===== src/rtl/axi_pkg.sv =====
// Shared AXI write-side types and constants for the SRAM slave front ends.
package axi_pkg;

    typedef enum logic [1:0] {
        BURST_FIXED = 2'b00,
        BURST_INCR  = 2'b01,
        BURST_WRAP  = 2'b10,
        BURST_RSVD  = 2'b11
    } burst_t;

    typedef enum logic [1:0] {
        ST_IDLE  = 2'b00,
        ST_WRITE = 2'b01,
        ST_RESP  = 2'b10
    } wstate_t;

    localparam logic [1:0] RESP_OKAY   = 2'b00;
    localparam logic [1:0] RESP_SLVERR = 2'b10;
    localparam logic [2:0] SIZE_WORD   = 3'b010;

endpackage


===== src/rtl/axi_burst_addr_gen.sv =====
// Word pointer for one AXI burst: loads on AW accept, steps per W beat
// according to FIXED/INCR/WRAP, and flags WRAP lengths that are not 2/4/8/16.
module axi_burst_addr_gen
    import axi_pkg::*;
#(
    parameter int ADDR_WIDTH = 14
) (
    input  logic                  clk,
    input  logic                  rst,
    input  logic                  load_i,
    input  logic [ADDR_WIDTH-1:0] load_addr_i,
    input  logic                  adv_i,
    input  logic [3:0]            len_i,
    input  burst_t                burst_i,
    input  logic [3:0]            aw_len_i,
    input  burst_t                aw_burst_i,
    output logic [ADDR_WIDTH-1:0] ptr_o,
    output logic                  wrap_err_o
);

    logic [ADDR_WIDTH-1:0] ptr_q;
    logic [ADDR_WIDTH-1:0] ptr_d;
    logic [ADDR_WIDTH-1:0] ptr_inc;
    logic [ADDR_WIDTH-1:0] wrap_mask;

    // For legal WRAP lengths AWLEN is (window words - 1), i.e. the low-bit mask.
    assign wrap_mask = {{(ADDR_WIDTH-4){1'b0}}, len_i};
    assign ptr_inc   = ptr_q + ADDR_WIDTH'(1);

    always_comb begin
        ptr_d = ptr_q;
        if (load_i) begin
            ptr_d = load_addr_i;
        end else if (adv_i) begin
            case (burst_i)
                BURST_INCR: ptr_d = ptr_inc;
                BURST_WRAP: ptr_d = (ptr_q & ~wrap_mask) | (ptr_inc & wrap_mask);
                default:    ptr_d = ptr_q;
            endcase
        end
    end

    always_ff @(posedge clk) begin
        if (!rst) begin
            ptr_q <= '0;
        end else begin
            ptr_q <= ptr_d;
        end
    end

    assign ptr_o      = ptr_q;
    assign wrap_err_o = (aw_burst_i == BURST_WRAP) &&
                        (aw_len_i != 4'd1) && (aw_len_i != 4'd3) &&
                        (aw_len_i != 4'd7) && (aw_len_i != 4'd15);

endmodule


===== src/rtl/axi_sram_write_slave.sv =====
// AXI write slave in front of a word-wide SRAM: one burst at a time, byte-masked
// zero-latency write strobes per W beat, single B response per burst.
module axi_sram_write_slave
    import axi_pkg::*;
#(
    parameter int ID_WIDTH   = 8,
    parameter int ADDR_WIDTH = 14,
    parameter int DATA_WIDTH = 32
) (
    input  logic                    clk,
    input  logic                    rst,
    input  logic [ID_WIDTH-1:0]     AWID,
    input  logic [31:0]             AWADDR,
    input  logic [3:0]              AWLEN,
    input  logic [2:0]              AWSIZE,
    input  logic [1:0]              AWBURST,
    input  logic                    AWVALID,
    output logic                    AWREADY,
    input  logic [DATA_WIDTH-1:0]   WDATA,
    input  logic [DATA_WIDTH/8-1:0] WSTRB,
    input  logic                    WLAST,
    input  logic                    WVALID,
    output logic                    WREADY,
    output logic [ID_WIDTH-1:0]     BID,
    output logic [1:0]              BRESP,
    output logic                    BVALID,
    input  logic                    BREADY,
    output logic [DATA_WIDTH/8-1:0] mem_we,
    output logic [ADDR_WIDTH-1:0]   mem_addr,
    output logic [DATA_WIDTH-1:0]   mem_di,
    output logic                    w_busy
);

    wstate_t               state_q, state_d;
    logic [ID_WIDTH-1:0]   id_q, id_d;
    logic [3:0]            len_q, len_d;
    burst_t                burst_q, burst_d;
    logic [3:0]            cnt_q, cnt_d;
    logic                  err_q, err_d;
    logic                  ptr_load;
    logic                  ptr_adv;
    logic                  wrap_err;
    logic                  w_hs;
    logic                  last_beat;
    logic [ADDR_WIDTH-1:0] ptr;
    logic                  unused_bits;

    // Byte offset, upper address bits and AWSIZE carry no information for a word-only SRAM.
    assign unused_bits = (^{AWADDR[31:ADDR_WIDTH+2], AWADDR[1:0]}) ^ (AWSIZE != SIZE_WORD);

    axi_burst_addr_gen #(
        .ADDR_WIDTH (ADDR_WIDTH)
    ) u_addr_gen (
        .clk         (clk),
        .rst         (rst),
        .load_i      (ptr_load),
        .load_addr_i (AWADDR[ADDR_WIDTH+1:2]),
        .adv_i       (ptr_adv),
        .len_i       (len_q),
        .burst_i     (burst_q),
        .aw_len_i    (AWLEN),
        .aw_burst_i  (burst_t'(AWBURST)),
        .ptr_o       (ptr),
        .wrap_err_o  (wrap_err)
    );

    assign w_hs      = WVALID && (state_q == ST_WRITE);
    assign last_beat = (cnt_q == len_q);

    always_comb begin
        state_d  = state_q;
        id_d     = id_q;
        len_d    = len_q;
        burst_d  = burst_q;
        cnt_d    = cnt_q;
        err_d    = err_q;
        ptr_load = 1'b0;
        ptr_adv  = 1'b0;
        case (state_q)
            ST_IDLE: begin
                if (AWVALID) begin
                    id_d     = AWID;
                    len_d    = AWLEN;
                    burst_d  = burst_t'(AWBURST);
                    cnt_d    = '0;
                    err_d    = (AWBURST == BURST_RSVD) || wrap_err;
                    ptr_load = 1'b1;
                    state_d  = ST_WRITE;
                end
            end
            ST_WRITE: begin
                if (w_hs) begin
                    ptr_adv = 1'b1;
                    cnt_d   = cnt_q + 4'd1;
                    // Whichever of WLAST / beat count comes first closes the burst.
                    if (WLAST || last_beat) begin
                        err_d   = err_q | (WLAST != last_beat);
                        state_d = ST_RESP;
                    end
                end
            end
            ST_RESP: begin
                if (BREADY) begin
                    state_d = ST_IDLE;
                end
            end
            default: state_d = ST_IDLE;
        endcase
    end

    always_ff @(posedge clk) begin
        if (!rst) begin
            state_q <= ST_IDLE;
            id_q    <= '0;
            cnt_q   <= '0;
            err_q   <= 1'b0;
        end else begin
            state_q <= state_d;
            id_q    <= id_d;
            cnt_q   <= cnt_d;
            err_q   <= err_d;
        end
    end

    always_ff @(posedge clk) begin
        len_q   <= len_d;
        burst_q <= burst_d;
    end

    assign AWREADY  = (state_q == ST_IDLE);
    assign WREADY   = (state_q == ST_WRITE);
    assign BVALID   = (state_q == ST_RESP);
    assign BID      = id_q;
    assign BRESP    = err_q ? RESP_SLVERR : RESP_OKAY;
    assign w_busy   = (state_q != ST_IDLE);
    assign mem_we   = (w_hs && !err_q) ? WSTRB : '0;
    assign mem_addr = ptr;
    assign mem_di   = WDATA;

endmodule


===== config.mk =====
export PLATFORM = sky130hd
export DESIGN_NAME = axi_sram_write_slave
export DESIGN_NICKNAME = d
export VERILOG_FILES = /design/src/rtl/axi_pkg.sv /design/src/rtl/axi_burst_addr_gen.sv /design/src/rtl/axi_sram_write_slave.sv
export SDC_FILE = /design/constraint.sdc
export NUM_CORES = 1
export LEC_CHECK = 0
export BUFFER_PORTS_ARGS = -buffer_cell sky130_fd_sc_hd__buf_2
export CAP_MARGIN = 25
export CORE_ASPECT_RATIO = 1.1
export CORE_UTILIZATION = 42
export CTS_BUF_LIST = sky130_fd_sc_hd__clkbuf_8
export CTS_CLUSTER_SIZE = 30
export DETAILED_ROUTE_END_ITERATION = 8
export PLACE_DENSITY = 0.87
export RECOVER_POWER = 100
export SLEW_MARGIN = 30
export SYNTH_ARGS = -nofsm -noshare
export SYNTH_HDL_FRONTEND = slang
export SYNTH_SLANG_ARGS = --single-unit
export TNS_END_PERCENT = 50

===== constraint.sdc =====
create_clock -name clk -period 1.96 [get_ports clk]
set_input_delay 0.294 -clock clk [delete_from_list [all_inputs] [get_ports clk]]
set_output_delay 0.294 -clock clk [all_outputs]
set_load 0.1 [all_outputs]

* After elaboration in Yosys (flattened, before gate mapping)
Cells that the tools add are included.
Cells by class: muxes and demuxes 21, bitwise operators 5, add/subtract/negate cells 2, reductions and logical operators 19, eq/ne operators 16
Operator list (number):
- $mux 14 | 2
- $pmux 14 s2 | 1
- $add 14x1->14 const B | 1
- $and 14x14->14 | 1
- $and 14x4->14 | 1
- $not 4->14 | 1
- $or 14x14->14 | 1
- $mux 4 | 3
- $mux 2 | 5
- $eq 2x2->1 const B | 4
- $pmux 4 s2 | 1
- $reduce_and 4->1 | 2
- $mux 1 | 7
- $logic_and 1x1->1 | 6
- $ne 2x1->1 const B | 3
- $pmux 2 s3 | 1
- $reduce_bool 2->1 | 3
- $add 4x1->4 const B | 1
- $eq 2x1->1 const B | 2
- $eq 4x4->1 | 1
- $ne 4x1->1 const B | 1
- $ne 4x2->1 const B | 1
- $ne 4x3->1 const B | 1
- $ne 4x4->1 const B | 1
- other kinds (10) | 12
Storage, ports and cells: output and inout port bits 64, bits of input ports 91, word-level logic and storage cells 70, register bits after elaboration 35

* Longest topological paths before layout
depth after elaboration 8, gate-level depth with buffers 8, mapped depth without buffers 6

* By module
A second synthesis with hierarchy kept.
Second synthesis, totals: cell total of the unflattened synthesis 243, area, all modules 2103.3 um^2
Modules (own cells, without submodules):
- axi_sram_write_slave | area an instance 1198.6 um^2, cells an instance 127, seq. area each 480.5 um^2, instances 1
- axi_burst_addr_gen | area an instance 904.6 um^2, cells an instance 116, seq. area each 280.3 um^2, instances 1

* Worst setup path before layout
No wires, ideal clock.
kind register -> register, from register state_q[0], to register burst_q[0], enable pin, setup slack -1241 ps, clock period less this slack 3201 ps, buffers on the path 2, setup time 372 ps, required time 1588 ps, data arrival time 2829 ps, cell stages (with the launch flop) 6, cells stage by stage dfxtp_1 -> buf_2 -> nor2_1 -> nand2_1 -> inv_1 -> clkbuf_1
On the way: cells in the longest elaborated chain, start to end 2
RTL lines:
- from (decl) | line axi_sram_write_slave.sv:34 | wstate_t state_q, state_d;
- from (signal assigned) | line axi_sram_write_slave.sv:118 | state_q <= state_d;
- $logic_not 2->1
- named net AWREADY | line axi_sram_write_slave.sv:18 | output logic AWREADY,
- $reduce_and 2->1 (no source line)
- to (signal assigned) | line axi_sram_write_slave.sv:127 | burst_q <= burst_d;
- to (decl) | line axi_sram_write_slave.sv:37 | burst_t burst_q, burst_d;
The timed path passes the listed nets, and every way through them passes these cells. A chain may end at the register's enable or synchronous reset.

* Final worst setup path
from register burst_q[1], to register u_addr_gen.ptr_q[12], in the netlist u_addr_gen.ptr_o[12]
On the way: cells in the longest elaborated chain, start to end 4, elaborated cells on any way between the ends 7, classes of those cells eq/ne (2); mux (3); reduce/logical (2)
RTL lines:
- $eq 2x2->1 or $eq 2x1->1 (tied branches) | line axi_burst_addr_gen.sv:35 | case (burst_i)
- $pmux 14 s2 | line axi_burst_addr_gen.sv:35
- $mux 14 | line axi_burst_addr_gen.sv:34 | end else if (adv_i) begin
- $mux 14 | line axi_burst_addr_gen.sv:32 | if (load_i) begin
- to (signal assigned) | line axi_burst_addr_gen.sv:47 | ptr_q <= ptr_d;
- to (decl) | line axi_burst_addr_gen.sv:21 | logic [ADDR_WIDTH-1:0] ptr_q;
Parallel ways exist; a longest one is shown, timed or not. The select of a mux whose other input is x is not followed.

==> impl_metrics.yaml <==
run_status:
  outcome: "finished clean"
worst_setup_path:
  ff2ff_path_depth: 4
  critical-path-top-delay-family: "simple AND/OR/NAND/NOR gates"
  number_of_cells_on_the_critical_path: 4
  path_max_fanout: 4
  critical_path_required_ns: 2.18
  crit_chain: "nand2b_1 -> or4_1 -> or4_1 -> a31oi_1"
  register_to_register_setup_slack_ns: 0.12
  critical_path_class: "reg -> reg"
  worst_r2r_endpoint: "u_addr_gen.ptr_o[12]"
  worst_path_arrival_ns: 2.06
  start_kind: "flop"
  rr_startpoint: "burst_q[1]"
  timing.critical_path.to_type: "flop"
  worst_path_buf_inv: 0
  cpMostUsedCell: "or4_1"
  slowest_delay_ns: 0.54
  critPathSlowestCell: "or4_1"
finish:
  diodes: 0
  fin_util_pct: 51.7
  final_nets: 384
  finalNonFillerCells: 347
  n_fill_cell: 451
  ff_latch_area_um2: 771
  multiInputGateArea_um2: 971
  drive_above_1_share_pct: 32.0
  area_delta_synth_final_pct: 17.2
pwr:
  vdd.ir_drop.worst_uv: 484
  finalPower_mw: 2.11
  p_leak_nw: 1.03
  cellPowerDensity_mw_per_mm2: 871
logic_synthesis:
  synthesized_flop_and_latch_total: 35
  synth_enable_flop_cells: 6
  synth_area_leaders: "dfxtp_1 (28%), buf_4 (12%), edfxtp_1 (8.7%), nand2_1 (5.4%), a21oi_1 (4.6%)"
  syn_area_mm2: 0.00207
  cells_after_synthesis: 248
  syn-mean-instance-area_um2: 8.33
  synth_cell_type_count: 45
  synth.top_cell.area_share_pct: 28.1
  asyncSetResetFlopFracSynth_pct: 0
  yosys.area.top_type: "dfxtp_1"
  yosys_most_used_dff: "dfxtp_1"
  yosys_warnings: 0
  synthesis.nets: 342
  seq_area_frac_synth_pct: 36.8
timing:
  fin_max_slew_vios: 0
  unrepaired_setup_endpoints_after_global_routing: "no"
  hold-worst-slack_ns: 0.196
  fmax_ghz: 0.542
  report.final.setup_viol: 0
  final_critical_path_setup_slack_ns: 0.116
  timing.final.crit_period_ns: 1.84
  max-slew-margin-rel_pct: 64.7
  finClkSkew_ns: 0.00448
  max_slew.worst_pin.slew_ns: 0.515
  finalHoldViolCount: 0
  period_share_pct: 94.1
route:
  drt_iter0_markers: 103
  detailroute.via_count: 1828
  drt_drc_violations_left: 0
  drt_pre_antenna_iters: 4
  count_of_antenna_violating_nets_left_after_detailed_routing: 0
  viasPerCell: 5.27
  routedWlPerCell_um: 13.8
  drt-total-wl_um: 4790
placement:
  detailedPlace.worstSlack_ns: 0.169
  numPortBuffers: 68
  dp_hpwl_um: 3680
  dp_cells: 339
  weighted_congestion_at_the_end_of_routability_driven_global_placement: 0.893
clock_network:
  cts_tree: "done"
  cts-root-to-sink-buffers: 2
  clk_transition_reported_paths_ns: 0.07
  cts_root_buf: "clkbuf_8"
  cts-htree-levels: 2
  clkLatencyLatePin_ns: 0.28
  cts-buffers-inserted: 5
  cts_sinks: 35
  cts_setup_buffers: 0
  ctsHoldBuffers: 0
  cts-resized-gates: 0
global_routing:
  globalRouteTotalUtil_pct: 19.7
  grt_first_pass_wirelength_um: 7580
  grt_antenna_before_repair: 0
  grt-ovfl-total: 0
  grt_pass1_vias: 1743
  largest_net_degree_at_the_start_of_global_routing: 28
die:
  placementRows: 26
  floorplan.io_pins: 155
  die_area_mm2: 0.00521
  chipWidth_um: 68.9
  core_region_area_mm2: 0.00468
  initial_core_utilization_pct: 44.1
  die_height_um: 75.6
worst_hold_path:
  hold_path_startpoint: "AWLEN[1]"
  holdPathStages: 1
  min-delay-path-class: "in -> reg"
  holdPathEnd: "len_q[1]"
flow_run:
  max-cap-violations: 0
==> cells in the final DEF, fill, tap and decap left out, drive strengths merged, types with 5 or more instances in the layout <==
cell    synthesis  layout
or3             5       5
xnor2           8       8
clkbuf          6      38
nand2b          5       5
nor2           15      15
nand4           5       5
buf            37      45
nand2          30      30
a211oi          8       8
a21oi          19      19
edfxtp          6       6
a31oi           6       6
o21ai           9       9
dfxtp          29      29
inv            11      11
==> cell usage after synthesis, types with 2 or more instances <==
cell	n
buf_4	34
nand2_1	30
dfxtp_1	29
a21oi_1	19
nor2_1	15
inv_1	11
o21ai_0	9
a211oi_1	8
xnor2_1	8
a31oi_1	6
clkbuf_1	6
edfxtp_1	6
nand2b_1	5
nand4_1	5
or3_1	5
and2_1	4
nand3_1	4
nor2b_1	4
o211ai_1	4
ha_1	3
nand3b_1	3
xor2_1	3
a221oi_1	2
and3_1	2
buf_2	2
nand4b_1	2
==> final cells by class <==
type,instances,area share [%]
clock inverter,3,1.60
tap,56,2.89
clock buffer,5,2.84
inverter,11,1.70
sequential,35,31.8
multi-input combinational,159,40.1
timing repair buffer,78,19.1
==> layer usage <==
metal	part of all wire [%]	GRT usage (%)
met1	40	22.6
met4	0.69	6.12
met5	0	0
met2	52	34.6
met3	7.2	6.29
==> report_power, final <==
group          total, mW  switching, mW  internal [mW]  leakage, nW
combinational      0.645          0.495          0.150        0.677
sequential         0.834         0.0481          0.786        0.299
clock              0.632          0.260          0.372       0.0556
total               2.11          0.803           1.31         1.03
==> registers in the layout, summed over array words and instances, names as in the netlist, named ones only <==
| signal | flops |
|---|---|
| cnt_q | 4 |
| u_addr_gen.ptr_o | 11 |
| len_q | 4 |
| state_q | 2 |
| burst_q | 2 |
| err_q | 1 |
| BID | 8 |
==> how the worst max path moves through the flow <==
stage / startpoint / endpoint
finish: burst_q[1] / u_addr_gen.ptr_o[12]
global route: state_q[0] / u_addr_gen.ptr_o[9]
CTS: state_q[1] / mem_we[2]
detailed placement: burst_q[1] / u_addr_gen.ptr_o[12]
global placement: burst_q[1] / u_addr_gen.ptr_o[12]
floorplan: flop / u_addr_gen.ptr_o[6]
==> logic make-up after synthesis <==
kind of cell | after synthesis | share of synthesized area (%)
AND/OR/NAND/NOR | 86 | 22.2
flip-flops | 35 | 36.8
other | 1 | 0.181
XOR/XNOR | 11 | 4.66
AO/OA/AOI/OAI | 58 | 17.9
buffers and inverters | 54 | 16.5
adder cells (fa/ha/maj) | 3 | 1.82
==> through the flow <==
stage                     cell area, um2  setup TNS (ns)
after global placement              2330               0
after global routing                2420               0
after CTS                           2440               0
final                               2420               0
after detailed placement            2330               0
after floorplan                     2090          -0.866
Power figures use the tool's default switching activity.
